## src/rtl/mem_arbiter.sv

```systemverilog
// Round-robin arbiter that shares one single-port memory between NREQ clients.
// Each transaction runs IDLE -> ACCESS -> ACK with all outputs registered.
module mem_arbiter #(
  parameter int NREQ = 4,
  parameter int DW   = 16,
  parameter int W    = 256,
  parameter int AW   = $clog2(W)
) (
  input  logic                 clock,
  input  logic                 reset_L,
  input  logic [NREQ-1:0]      req,
  input  logic [NREQ-1:0]      req_we,
  input  logic [NREQ*AW-1:0]   req_addr,
  input  logic [NREQ*DW-1:0]   req_wdata,
  output logic [NREQ-1:0]      grant,
  output logic [NREQ-1:0]      ack,
  output logic [DW-1:0]        rdata,
  output logic                 busy,
  output logic                 mem_re,
  output logic                 mem_we,
  output logic [AW-1:0]        mem_addr,
  output logic [DW-1:0]        mem_wdata,
  input  logic [DW-1:0]        mem_rdata
);

  localparam int          IW = $clog2(NREQ);
  localparam int unsigned N  = NREQ;

  typedef enum logic [1:0] {IDLE, ACCESS, ACK} state_t;

  state_t      state;
  logic [IW-1:0] rr_ptr;
  logic [IW-1:0] owner;
  logic          owner_we;
  logic [IW-1:0] pick;
  logic          found;
  int unsigned   scan;

  // Scan starts at rr_ptr and wraps modulo NREQ, so NREQ need not be a power of two.
  always_comb begin
    pick  = '0;
    found = 1'b0;
    scan  = 0;
    for (int unsigned k = 0; k < N; k++) begin
      scan = 32'(rr_ptr) + k;
      if (scan >= N) scan = scan - N;
      if (!found && req[scan[IW-1:0]]) begin
        found = 1'b1;
        pick  = scan[IW-1:0];
      end
    end
  end

  always_ff @(posedge clock or negedge reset_L) begin
    if (!reset_L) begin
      state     <= IDLE;
      rr_ptr    <= '0;
      owner     <= '0;
      owner_we  <= 1'b0;
      grant     <= '0;
      ack       <= '0;
      rdata     <= '0;
      busy      <= 1'b0;
      mem_re    <= 1'b0;
      mem_we    <= 1'b0;
      mem_addr  <= '0;
      mem_wdata <= '0;
    end else begin
      case (state)
        IDLE: begin
          if (found) begin
            owner    <= pick;
            owner_we <= req_we[pick];
            // mem_addr/mem_wdata double as the latched request fields.
            mem_addr <= req_addr[32'(pick)*AW +: AW];
            if (req_we[pick]) mem_wdata <= req_wdata[32'(pick)*DW +: DW];
            mem_we   <= req_we[pick];
            mem_re   <= !req_we[pick];
            grant    <= NREQ'(1) << pick;
            busy     <= 1'b1;
            state    <= ACCESS;
          end
        end
        ACCESS: begin
          if (!owner_we) rdata <= mem_rdata;
          mem_re <= 1'b0;
          mem_we <= 1'b0;
          ack    <= grant;
          state  <= ACK;
        end
        ACK: begin
          ack    <= '0;
          grant  <= '0;
          busy   <= 1'b0;
          rr_ptr <= (owner == IW'(NREQ - 1)) ? '0 : owner + IW'(1);
          state  <= IDLE;
        end
        default: state <= IDLE;
      endcase
    end
  end

  a_grant_onehot: assert property (@(posedge clock) disable iff (!reset_L) $onehot0(grant));
  a_ack_onehot:   assert property (@(posedge clock) disable iff (!reset_L) $onehot0(ack));
  a_re_we_excl:   assert property (@(posedge clock) disable iff (!reset_L) !(mem_re && mem_we));

endmodule
```

## config.mk

```make
export PLATFORM = sky130hd
export DESIGN_NAME = mem_arbiter
export DESIGN_NICKNAME = d
export VERILOG_FILES = /design/src/rtl/mem_arbiter.sv
export SDC_FILE = /design/constraint.sdc
export NUM_CORES = 1
export LEC_CHECK = 0
export ABC_AREA = 0
export CORE_MARGIN = 8
export CORE_UTILIZATION = 31
export CTS_CLUSTER_DIAMETER = 80
export DETAILED_ROUTE_END_ITERATION = 6
export GPL_TIMING_DRIVEN = 0
export PLACE_DENSITY = 0.65
export REMOVE_ABC_BUFFERS = 1
export SYNTH_ARGS = -nofsm -noshare
export SYNTH_HDL_FRONTEND = slang
export SYNTH_SLANG_ARGS = --single-unit
```

## constraint.sdc

```tcl
create_clock -name clock -period 5.7 [get_ports clock]
set_clock_uncertainty 0.15 [all_clocks]
set_input_delay 0.57 -clock clock [delete_from_list [all_inputs] [get_ports clock]]
set_output_delay 0.57 -clock clock [all_outputs]
set_load 0.01 [all_outputs]
```

==> results.sh, run 1 <==
export IMPL_yosysWarnings=0
export IMPL_grt_max_degree=36
export IMPL_hp_class="in -> async"
export IMPL_max_stage_delay_ns=0.91
export IMPL_worstPathMaxFanout=26
export IMPL_antenna_left=0
export IMPL_cap_viol_max_count=0
export IMPL_htree_levels=3
export IMPL_ys_top_cells_by_area="dfrtp_1, mux2_2, a221o_1"
export IMPL_num_io_pins=173
export IMPL_die_w_um=115.3
export IMPL_endpoint_kind="flop"
export IMPL_place_congestion=0.8185
export IMPL_diodes=0
export IMPL_status="complete, no violations"
export IMPL_path_class="in -> reg"
export IMPL_slew_headroom_pct=28.46
export IMPL_synth_area_leader_cell="dfrtp_1"
export IMPL_finalHoldViolations=0
export IMPL_synth_edf_count=0
export IMPL_power_leakage_nw=2.067
export IMPL_core_area_mm2=0.009684
export IMPL_synth_seq_cells=58
export IMPL_syn_area_per_cell_um2=10.34
export IMPL_yosys_area_share_simple_pct=10.02
export IMPL_setup_violations=0
export IMPL_antenna_found_initial=0
export IMPL_drtIter0Drc=111
export IMPL_clock_latency_ns=0.33
export IMPL_critPathLaunchType="input pin"
export IMPL_ys_types=40
export IMPL_root_buffer="clkbuf_8"
export IMPL_synth_compound_area_share_pct=20.16
export IMPL_grt_pass1_wl_mm=15.55
export IMPL_cts_sinks=58
export IMPL_dp_cells=579
export IMPL_yosys_area_share_adder_pct=2.045
export IMPL_async_flop_share_pct=100.0
export IMPL_grt_overflow=0
export IMPL_fin_crit_ns=3.642
export IMPL_grtUsageTotal_pct=15.07
export IMPL_r2r_cells=6
export IMPL_vias=2908
export IMPL_finalSetupTns_ns=0
export IMPL_rows=36
export IMPL_synth_top_area_share_pct=47.44
export IMPL_synthesis_area_mm2=0.003059
export IMPL_die_y_um=115.3
export IMPL_clk_pin_slew_ns=0.07
export IMPL_wl_met1_mm=3.953
export IMPL_finalCritPeriodShare_pct=63.89
export IMPL_cts_tree="yes"
export IMPL_final_cells=595
export IMPL_wl_met2_mm=4.728
export IMPL_cts_made_buffers=9
export IMPL_post_cts_buffers=0
export IMPL_fmax_ghz=0.2746
export IMPL_area_growth_pct=64.25
export IMPL_synth_xor_area_share_pct=0
export IMPL_drive_above_1_share_pct=10.39
export IMPL_slowest_stage="a311oi_4"
export IMPL_cts_buffer_depth=2
export IMPL_die_area_mm2=0.01330
export IMPL_drt_total_wl_mm=10.03
export IMPL_top_layer_used="met4"
export IMPL_worst_pin_slew_ns=1.073
export IMPL_wl_per_cell_um=16.85
export IMPL_synth_cells=296
export IMPL_p_per_area_mw_per_mm2=455.2
export IMPL_worst_slack_ns=2.058
export IMPL_drc_errors=0
export IMPL_critPathArrivalTime_ns=3.70
export IMPL_final_nets=584
export IMPL_holdBufCountCts=0
export IMPL_hpwl_mm=7.735
export IMPL_fill_cells=883
export IMPL_place_ws_ns=1.643
export IMPL_synth_top_family_by_area="compound AO/OA/AOI/OAI gates"
export IMPL_yosys_mux_area_fraction_pct=13.50
export IMPL_final_core_util_pct=51.89
export IMPL_port_buffer_count=172
export IMPL_hold_ws_ns=0.09096
export IMPL_required_ns=5.76
export IMPL_ir_drop_v=0.0001536
export IMPL_start_util_pct=31.59
export IMPL_path_cells="clkdlybuf4s50_1 -> and4b_1 -> a311oi_4 -> o2bb2ai_1 -> a221o_1 -> nand2_4 -> mux2_2"
export IMPL_vias_per_cell=4.887
export IMPL_grt_pass1_vias=3098
export IMPL_ys_seq_area_share_pct=47.44
export IMPL_post_cts_resized=0
export IMPL_synthFlopType="dfrtp_1"
export IMPL_slew_viol_final=0
export IMPL_wl_met3_mm=1.123
export IMPL_firstDrtPassIters=4
export IMPL_rsz0062_at_grt="no"
[cells by family (layout without fill, tap and decap cells)]
kind of cell | Yosys count | in the layout
and+or+nand+nor | 63 | 63
DFF | 58 | 58
AOI/OAI and AO/OA | 84 | 84
buffers and inverters | 49 | 215
muxes | 37 | 37
adders and majority gates | 5 | 5
[registers in the layout, indices dropped and copies added, names as in the netlist]
name       flops
owner_we       1
mem_addr       8
mem_we         1
ack            4
owner          2
state          2
busy           1
rdata         16
rr_ptr         2
mem_wdata     16
grant          4
mem_re         1
[power breakdown]
group | total, mW | switching, mW | internal (mW)
sequential | 0.740 | 0.124 | 0.616
combinational | 1.22 | 0.543 | 0.673
clock | 0.332 | 0.165 | 0.167
[cells in the final DEF (no fill, tap or decap), drive strengths merged, types with 5 or more instances in the layout]
master | Yosys | routed
a222oi | 8 | 8
clkdlybuf4s50 | 0 | 171
ha | 5 | 5
nand2 | 30 | 30
a21oi | 5 | 5
dfrtp | 58 | 58
mux2 | 34 | 34
o21ai | 34 | 34
nor2 | 13 | 13
a31oi | 8 | 8
clkbuf | 14 | 11
a221o | 18 | 18
inv | 26 | 26
nand2b | 9 | 9
[cell usage after synthesis, types with 2 or more instances]
| master | count |
|---|---|
| buf_6 | 2 |
| inv_1 | 25 |
| nand2_1 | 29 |
| nor2_1 | 13 |
| mux2_2 | 25 |
| o21ai_1 | 3 |
| a31oi_1 | 8 |
| ha_1 | 5 |
| nand3b_1 | 4 |
| nand2b_1 | 9 |
| buf_2 | 5 |
| clkbuf_1 | 14 |
| nor2b_1 | 2 |
| mux2_1 | 9 |
| a222oi_1 | 8 |
| mux2i_1 | 3 |
| o21ai_0 | 31 |
| dfrtp_1 | 58 |
| a21oi_1 | 5 |
| a221o_1 | 18 |
[path summary, 6_finish.rpt]
path | from | to | slack, ns
setup / recovery | req[0] | mem_wdata[4] | 2.06
hold / removal | reset_L | mem_addr[6] | 0.09
setup reg to reg | rr_ptr[1] | mem_wdata[4] | 2.53
hold reg to reg | mem_re | mem_re | 0.33
max in group asynchronous | reset_L | rdata[10] | 4.72
min in group clock | mem_re | mem_re | 0.33
[metal layers]
layer,global-route usage [%],vias to the layer above
met1,16.31,1364
li1,-,1382
met2,24.22,146
met4,6.655,0
met3,7.668,16
met5,0,-
[critical path: cells and delay by family]
| kind | cells | cell delay (ns) |
|---|---|---|
| simple gates | 2 | 0.58 |
| compound gates | 3 | 1.56 |
| buf+inv | 1 | 0.61 |
| mux | 1 | 0.37 |
[through the flow]
step                total power, mW  area [um^2]
floorplan                     1.350         2948
global placement              1.951         4836
detailed placement            1.984         4851
CTS                           2.322         5022
global route                  2.461         5025
finish                        2.287         5025
[area by class of cell]
| type | instances | area, um^2 | area share [%] |
|---|---|---|---|
| Sequential cell | 58 | 1451 | 28.88 |
| Multi-Input combinational cell | 189 | 1401 | 27.89 |
| Inverter | 26 | 97.59 | 1.942 |
| Clock inverter | 5 | 30.03 | 0.5976 |
| Timing Repair Buffer | 173 | 1737 | 34.56 |
| Tap cell | 133 | 166.4 | 3.312 |
| Clock buffer | 11 | 141.4 | 2.814 |
No activity file was read; power rests on OpenSTA's default activity.
==> run 2, diff against run 1 <==
==> constraint.sdc (replaced) <==
create_clock -name clock -period 3.8 [get_ports clock]
set_clock_uncertainty 0.15 [all_clocks]
set_input_delay 0.38 -clock clock [delete_from_list [all_inputs] [get_ports clock]]
set_output_delay 0.38 -clock clock [all_outputs]
set_load 0.01 [all_outputs]
==> results.sh, run 2 (synthesis results as in run 1) <==
export IMPL_critPathLaunchType="input pin"
export IMPL_p_int_mw=2.184
export IMPL_p_total_mw=3.429
export IMPL_hp_class="reg -> reg"
export IMPL_rows=36
export IMPL_slowest_stage="a311oi_4"
export IMPL_cts_sinks=58
export IMPL_critPathArrivalTime_ns=3.53
export IMPL_p_per_area_mw_per_mm2=681.0
export IMPL_hpwl_mm=7.735
export IMPL_hold_ws_ns=0.3303
export IMPL_slew_headroom_pct=28.23
export IMPL_worst_slack_ns=0.3274
export IMPL_path_class="in -> reg"
export IMPL_grtUsageTotal_pct=15.07
export IMPL_area_growth_pct=64.58
export IMPL_rsz0062_at_grt="no"
export IMPL_setup_violations=0
export IMPL_drt_total_wl_mm=10.01
export IMPL_cts_made_buffers=9
export IMPL_firstDrtPassIters=5
export IMPL_status="complete, no violations"
export IMPL_num_io_pins=173
export IMPL_port_buffer_count=172
export IMPL_final_core_util_pct=51.99
export IMPL_final_nets=585
export IMPL_die_area_mm2=0.01330
export IMPL_finalHoldViolations=0
export IMPL_crit_family="compound AO/OA/AOI/OAI gates"
export IMPL_fmax_ghz=0.2880
export IMPL_max_stage_delay_ns=0.92
export IMPL_grt_max_degree=36
export IMPL_required_ns=3.86
export IMPL_slew_viol_final=0
export IMPL_grt_pass1_wl_mm=15.55
export IMPL_clock_latency_ns=0.33
export IMPL_fin_crit_ns=3.473
export IMPL_finalSetupTns_ns=0
export IMPL_p_seq_share_pct=32.4
export IMPL_antenna_left=0
export IMPL_worst_pin_slew_ns=1.077
export IMPL_cap_viol_max_count=0
export IMPL_core_area_mm2=0.009684
export IMPL_clkPwrFrac_pct=14.5
export IMPL_cts_buffer_depth=2
export IMPL_ir_drop_v=0.0002303
export IMPL_top_regs="mem_wdata (16), rdata (16), mem_addr (8)"
export IMPL_layout_commonest_cell="clkdlybuf4s50_1"
export IMPL_place_congestion=0.8185
export IMPL_r2r_slack_ns=0.61
export IMPL_most_common_layout_cells="clkdlybuf4s50_1, dfrtp_1, o21ai_0, nand2_1"
export IMPL_place_ws_ns=-0.06690
export IMPL_path_cells="clkdlybuf4s50_1 -> and4b_1 -> a311oi_4 -> o2bb2ai_1 -> a221o_1 -> nand2_4 -> mux2_2"
export IMPL_worst_path_buf_inv=1
export IMPL_drtIter0Drc=124
export IMPL_dp_cells=579
export IMPL_wl_per_cell_um=16.80
export IMPL_post_cts_buffers=0
export IMPL_cts_tree="yes"
export IMPL_drc_errors=0
export IMPL_comb_power_share_pct=53.2
export IMPL_swShare_pct=36.30
export IMPL_grt_pass1_vias=3098
export IMPL_root_buffer="clkbuf_8"
export IMPL_power_leakage_nw=2.071
export IMPL_diodes=0
export IMPL_stdcell_area_mm2=0.005035
export IMPL_grt_overflow=0
export IMPL_endpoint_kind="flop"
export IMPL_start_util_pct=31.59
export IMPL_clk_pin_slew_ns=0.06
export IMPL_vias_per_cell=4.881
export IMPL_vias=2909
export IMPL_finalCritPeriodShare_pct=91.38
export IMPL_drive_above_1_share_pct=10.37
export IMPL_power_switching_mw=1.245
export IMPL_antenna_found_initial=0
export IMPL_die_y_um=115.3
export IMPL_worstPathMaxFanout=26
export IMPL_final_cells=596
export IMPL_post_cts_resized=0
export IMPL_htree_levels=3
export IMPL_die_w_um=115.3
export IMPL_place_area_mm2=0.004851
## run 2: repair_timing
item	4_1_cts	5_1_grt
setup endpoints to repair	0	0
endpoints found under the hold margin	23	0
hold buffers	1	0
## run 2: final cells by class
| class | instances | area (um^2) |
|---|---|---|
| clock buffer | 11 | 141.4 |
| clock inverter | 5 | 30.03 |
| fill | 883 | 4649 |
| inverter | 26 | 97.59 |
| multi-input combinational | 189 | 1401 |
| sequential | 58 | 1451 |
| tap | 133 | 166.4 |
| timing repair buffer | 174 | 1747 |
## run 2: power groups by stage
| stage | sequential (mW) | combinational [mW] | clock (mW) |
|---|---|---|---|
| 4_1_cts | 1.11 | 1.86 | 0.512 |
| 5_1_grt | 1.15 | 2.00 | 0.543 |
| 3_5_place_dp | 1.12 | 1.86 | 0 |
| 2_1_floorplan | 1.22 | 0.806 | 0 |
| 6_report | 1.11 | 1.82 | 0.496 |
| 3_3_place_gp | 1.10 | 1.83 | 0 |
## run 2: final timing paths
check,from,endpoint,cells past startpoint
min in group asynchronous,reset_L,mem_addr[6],2
hold reg to reg,mem_re,mem_re,2
max in group asynchronous,reset_L,rdata[10],3
hold / removal,mem_re,mem_re,2
setup / recovery,req[0],mem_wdata[4],7
setup reg to reg,rr_ptr[1],mem_wdata[4],6
## run 2: worst min-delay path: cells and delay by family, from the launching register on
kind	cells	cell delay, ns
AO/OA/AOI/OAI	1	0.05
AND/OR/NAND/NOR	1	0.05
flip-flops	1	0.34
## run 2: metal layers
layer,track usage (%),vias up,wire (um),share of wire [%]
met5,0,-,0,0
li1,-,1386,-,-
met1,16.31,1355,3980,40
met3,7.668,18,1090,11
met2,24.22,150,4701,47
met4,6.655,0,240,2.4
